### config.mk
export PLATFORM = sky130hd
export DESIGN_NAME = exu_div
export DESIGN_NICKNAME = d
export VERILOG_FILES = /design/src/rtl/exu_div.sv
export SDC_FILE = /design/constraint.sdc
export NUM_CORES = 1
export LEC_CHECK = 0
export ABC_AREA = 1
export BUFFER_PORTS_ARGS = -buffer_cell sky130_fd_sc_hd__buf_2
export CAP_MARGIN = 20
export CORE_UTILIZATION = 35
export DETAILED_ROUTE_END_ITERATION = 10
export PLACE_DENSITY_LB_ADDON = 0.1
export SETUP_SLACK_MARGIN = 0.05
export SYNTH_ARGS = -nofsm -noshare
export SYNTH_HDL_FRONTEND = slang
export SYNTH_SLANG_ARGS = --single-unit
### constraint.sdc
create_clock -name clk -period 3.6 [get_ports clk]
set_input_delay 0.18 -clock clk [delete_from_list [all_inputs] [get_ports clk]]
set_output_delay 0.18 -clock clk [all_outputs]
set_load 0.03 [all_outputs]
### src/rtl/exu_div.sv
// exu_div: iterative radix-2 restoring divider for RISC-V DIV/DIVU/REM/REMU.
// Optional macro EXU_DIV_SPECIAL_BYPASS_EN: zero-divisor/overflow finish at accept.
module exu_div (
  input  logic        clk,
  input  logic        rst,
  input  logic        req_valid_i,
  output logic        req_ready_o,
  input  logic [1:0]  op_sel_i,
  input  logic [31:0] dividend_i,
  input  logic [31:0] divisor_i,
  input  logic        flush_i,
  output logic        result_valid_o,
  input  logic        result_ready_i,
  output logic [31:0] result_o,
  output logic        busy_o
);

  localparam logic [1:0] IDLE = 2'd0;
  localparam logic [1:0] CALC = 2'd1;
  localparam logic [1:0] DONE = 2'd2;

  logic [1:0]  state;
  logic [1:0]  state_nxt;
  logic [1:0]  op;
  logic        neg_q;
  logic        neg_r;
  logic [32:0] rem;
  logic [31:0] quo;
  logic [31:0] dvs;
  logic [4:0]  cnt;
  logic [31:0] result;

  logic        accept;
  logic        in_signed;
  logic        a_neg;
  logic        b_neg;
  logic        b_zero;
  logic [31:0] a_mag;
  logic [31:0] b_mag;
  logic        bypass;

  logic [32:0] rem_sh;
  logic [32:0] trial;
  logic [32:0] rem_n;
  logic [31:0] quo_n;
  logic [31:0] q_fin;
  logic [31:0] r_fin;
  logic [31:0] fin_res;
  logic        last_iter;

  assign accept    = req_valid_i & (state == IDLE) & ~flush_i;
  assign in_signed = ~op_sel_i[0];
  assign a_neg     = in_signed & dividend_i[31];
  assign b_neg     = in_signed & divisor_i[31];
  assign a_mag     = a_neg ? (~dividend_i + 32'd1) : dividend_i;
  assign b_mag     = b_neg ? (~divisor_i + 32'd1) : divisor_i;
  assign b_zero    = (divisor_i == 32'd0);

`ifdef EXU_DIV_SPECIAL_BYPASS_EN
  logic        ovf;
  logic [31:0] spec_res;

  assign ovf = in_signed & (dividend_i == 32'h8000_0000)
             & (divisor_i == 32'hFFFF_FFFF);
  assign bypass = b_zero | ovf;

  // architected result for the special cases, decided at accept
  always_comb begin
    spec_res = 32'd0;
    if (b_zero) begin
      spec_res = op_sel_i[1] ? dividend_i : 32'hFFFF_FFFF;
    end else begin
      spec_res = op_sel_i[1] ? 32'd0 : 32'h8000_0000;
    end
  end
`else
  assign bypass = 1'b0;
`endif

  assign last_iter = (state == CALC) && (cnt == 5'd31);

  // one restoring subtract-and-shift step on the magnitudes
  always_comb begin
    rem_sh = {rem[31:0], quo[31]};
    trial  = rem_sh - {1'b0, dvs};
    rem_n  = rem_sh;
    quo_n  = {quo[30:0], 1'b0};
    if (!trial[32]) begin
      rem_n = trial;
      quo_n = {quo[30:0], 1'b1};
    end
  end

  // sign correction and quotient/remainder select for the final step
  always_comb begin
    q_fin   = neg_q ? (~quo_n + 32'd1) : quo_n;
    r_fin   = neg_r ? (~rem_n[31:0] + 32'd1) : rem_n[31:0];
    fin_res = op[1] ? r_fin : q_fin;
  end

  // next-state decode; flush wins over everything
  always_comb begin
    state_nxt = state;
    if (flush_i) begin
      state_nxt = IDLE;
    end else begin
      case (state)
        IDLE: begin
          if (req_valid_i) begin
            state_nxt = bypass ? DONE : CALC;
          end
        end
        CALC: begin
          if (cnt == 5'd31) begin
            state_nxt = DONE;
          end
        end
        DONE: begin
          if (result_ready_i) begin
            state_nxt = IDLE;
          end
        end
        default: state_nxt = IDLE;
      endcase
    end
  end

  // state register
  always_ff @(posedge clk or posedge rst) begin
    if (rst) begin
      state <= IDLE;
    end else begin
      state <= state_nxt;
    end
  end

  // operand latch at accept, then one iteration per CALC cycle
  always_ff @(posedge clk or posedge rst) begin
    if (rst) begin
      op    <= 2'd0;
      neg_q <= 1'b0;
      neg_r <= 1'b0;
      rem   <= 33'd0;
      quo   <= 32'd0;
      dvs   <= 32'd0;
      cnt   <= 5'd0;
    end else if (accept && !bypass) begin
      op    <= op_sel_i;
      neg_q <= (a_neg ^ b_neg) & ~b_zero;
      neg_r <= a_neg;
      rem   <= 33'd0;
      quo   <= a_mag;
      dvs   <= b_mag;
      cnt   <= 5'd0;
    end else if (state == CALC && !flush_i) begin
      rem   <= rem_n;
      quo   <= quo_n;
      cnt   <= cnt + 5'd1;
    end
  end

  // result register, written only when entering DONE
  always_ff @(posedge clk or posedge rst) begin
    if (rst) begin
      result <= 32'd0;
    end else if (last_iter && !flush_i) begin
      result <= fin_res;
`ifdef EXU_DIV_SPECIAL_BYPASS_EN
    end else if (accept && bypass) begin
      result <= spec_res;
`endif
    end
  end

  assign req_ready_o    = (state == IDLE);
  assign result_valid_o = (state == DONE);
  assign busy_o         = (state == CALC) || (state == DONE);
  assign result_o       = result;

endmodule

==> results.md <==
* Status: complete, but fails checks
* Failing checks: setup timing
* Die area at ~36000 um^2
* Worst skew pair latency at 0.45 ns
* CTS clk-pin slew, worst paths at 0.07 ns
* Post-DP HPWL at 36.6 mm
* Post-route core utilization at 44.9%
* Sequential share of the synthesized area at 27.9%
* Min-delay worst type: in2reg
* Placed Area at between 10000 and 15000 um^2
* CORE AREA at 34600 um^2
* Total GRT Usage at between 20% and 30%
* Post-synth top cells: nand2_1 (615), inv_1 (311), nor2_1 (208), nand3_1 (193), dfrtp_1 (138)
* CP peak stage delay at 0.41 ns
* Post-route ant nets at 0
* Pin count of the biggest net entering global routing at between 90 and 100
* RR Startpoint: dvs[0]
* Max IR drop VDD at 0.455 mV
* H-tree depth at 4
* Worst Path Max Fanout at 3
* Rows at 68
* Initial antenna violation count at 3
* Post-synth EDFFs at 0
* Setup TNS Final at -0.136 ns
* CTS Buffer Depth at 2
* CTS Sinks at 138
* Area growth from synthesis to layout at 25.8%
* Drt via density at 5.02
* Finished Cell Area at 15500 um^2
* Asr flop ratio synth at 100%
* Place WS at -0.202 ns
* R2R Path End: result_o[18]
* Fmax at 274 MHz
* Worst-margin pin slew at about 1.1 ns
* WHS Path Cells at 3
* Worst slew margin at 25.8%
* Worst path required time at 3.97 ns
* RSZ-0062 raised after global routing: true
* Top cells by area, synth: dfrtp_1 (28%), nand2_1 (19%), inv_1 (9.4%)
* Worst setup SP type: flip-flop
* Post-Syn Area per Cell at 6.11 um^2
* Crit. End Element: flip-flop
* Synthesized flop and latch total at 138
* Nets at 2364
* Setup ws final at -0.0433 ns
* GPL Wtd Cong at 0.924
* First-pass GRT wire length at roughly 73 mm
* Fin. max-slew vios at 0
* Data arrival time of the worst path at between 4 and 5 ns
* Vias in the first global route at 12900
* Power per cell area at 1090 nW/um^2
* Drt wl/cell at 17.1 um
* HP Start: dividend_i[31]
* Final hold violations at 0
* CP startpoint: dvs[0]
* Initial DRC count at 888
* Initial core utilization at a little over a third
* Flop2flop setup slack at -0.04 ns
* Netlist cell types at 47
* Part of the cycle the worst path needs at 101%
* Number of I/O pins at 106
* Drt pass-1 iters at 5
* # fillers at roughly 3700
* Root buf cell: clkbuf_16
* Crit path time final at 3.64 ns
* DRC viols at 0
* Top-count cell post-synth: nand2_1
* Post-synth top flop: dfrtp_1
* Syn Nets at 2136
* Setup-failing EPs final at 7
* Grt ovf at 0
* Mapped cell area at 12400 um^2
* Die height at about 190 um
* Routed WL at 46.4 mm
* Max Cap Viol at 0
* Die Wd at 190 um
* End of the worst hold path: quo[31]
* Mapped Cells at 2022
* Fin cells at 2719
* CTS tree: yes
* Worst R2R Path Depth at 29
* Post-synth top area cell: dfrtp_1
* Port bufs at between 100 and 150
* Via count at ~14000
* Top cell type's share of synthesized area at 27.9%
* Skew final at approximately 0.011 ns
* Cells after DPL at 2666
* TritonCTS Buffers at 17
* Leakage at 8.23 nW
* YS warnings at 0
* Slowest CP cell: dfrtp_1
* Critical Path Most Common Cell: nand2_2
* Critical path class: reg2reg
* Layout cell share with drive strength beyond 1 at 19.6%
==> critical path: cells and delay by family (launching register included) <==
family | cells | cell delay, ns
and+or+nand+nor | 18 | 1.53
adders and majority gates | 3 | 0.70
AOI/OAI and AO/OA | 3 | 0.37
DFF | 1 | 0.41
buffers and inverters | 5 | 0.50
==> sequential cells by signal (all words and copies together), names as in the netlist <==
name and count:
quo 32, result_o 32, cnt 5, rem 32, neg_r 1, dvs 32
state 2, neg_q 1, op 1
==> report_power, final <==
group | total (mW) | internal [mW] | switching (mW) | leakage [nW]
Clock | 1.78 | 0.988 | 0.796 | 0.279
Sequential | 2.47 | 2.04 | 0.422 | 1.80
Combinational | 12.7 | 4.68 | 8.04 | 6.15
==> layout make-up <==
| cell class | count | area [um^2] | area share (%) |
|---|---|---|---|
| antenna | 1 | 2.50 | 0.0161 |
| multi-input combinational | 1501 | 7870 | 50.6 |
| sequential | 138 | 3450 | 22.2 |
| timing repair buffer | 273 | 1880 | 12.1 |
| tap | 455 | 569 | 3.66 |
| clock inverter | 13 | 134 | 0.861 |
| inverter | 319 | 1200 | 7.73 |
| clock buffer | 19 | 443 | 2.85 |
==> metrics by stage <==
stage | total power, mW | hold slack [ns]
detailed placement | 14.2 | 0.323
global placement | 14.1 | 0.327
CTS | 16.1 | 0.0106
global route | 18.6 | 0.0272
finish | 17.0 | 0.0221
floorplan | 10.0 | 0.301
==> cell usage in the layout, fill, tap and decap left out, types with 4 or more instances in the layout <==
| cell | count |
|---|---|
| nand2_1 | 590 |
| inv_1 | 302 |
| nor2_1 | 195 |
| nand3_1 | 187 |
| buf_4 | 158 |
| dfrtp_1 | 137 |
| o21ai_0 | 105 |
| buf_2 | 105 |
| a21oi_1 | 83 |
| nand2_2 | 50 |
| o22ai_1 | 33 |
| o221ai_1 | 31 |
| xor2_1 | 27 |
| ha_1 | 25 |
| clkbuf_16 | 19 |
| nand4_1 | 16 |
| ha_4 | 16 |
| nor3_1 | 15 |
| a31oi_1 | 14 |
| inv_2 | 13 |
| nor2_2 | 13 |
| nand3b_1 | 13 |
| nor2_4 | 11 |
| o21ai_1 | 9 |
| xnor2_1 | 8 |
| o211ai_1 | 8 |
| a21oi_2 | 7 |
| nand2_4 | 7 |
| nand3_2 | 5 |
| nand3_4 | 4 |
| o21bai_1 | 4 |
| inv_6 | 4 |
==> logic make-up (layout without fill, tap and decap cells) <==
logic type	after synthesis	count (layout)	share of synthesized area, %
xor+xnor	35	35	2.48
fa+ha+maj	43	43	4.41
simple gates	1121	1121	38.9
other cells	0	1	0
compound gates	302	302	14.2
buf+inv	383	624	12.1
flops	138	138	27.9
==> repair_timing <==
item                                    CTS  global route
pin swaps                                19            29
endpoints found under the hold margin    24             0
buffers inserted                          4            16
endpoints found under the setup margin   16            24
resized for setup                        16            75
cloned                                    0             2
hold buffers                              2             0
==> how the worst max path moves through the flow <==
stage / cells past startpoint / end
after floorplan: 32 / result_o[28]
after global placement: 31 / result_o[28]
after detailed placement: 31 / result_o[30]
after CTS: 30 / result_o[30]
after global routing: 30 / result_o[30]
final: 29 / result_o[18]
==> layer usage <==
layer / share of wire, % / track usage (%)
met5: 0 / 0
met4: 1.4 / 5.40
met3: 4.2 / 2.99
met2: 44 / 41.5
met1: 50 / 38.6
Power figures use the tool's default switching activity.
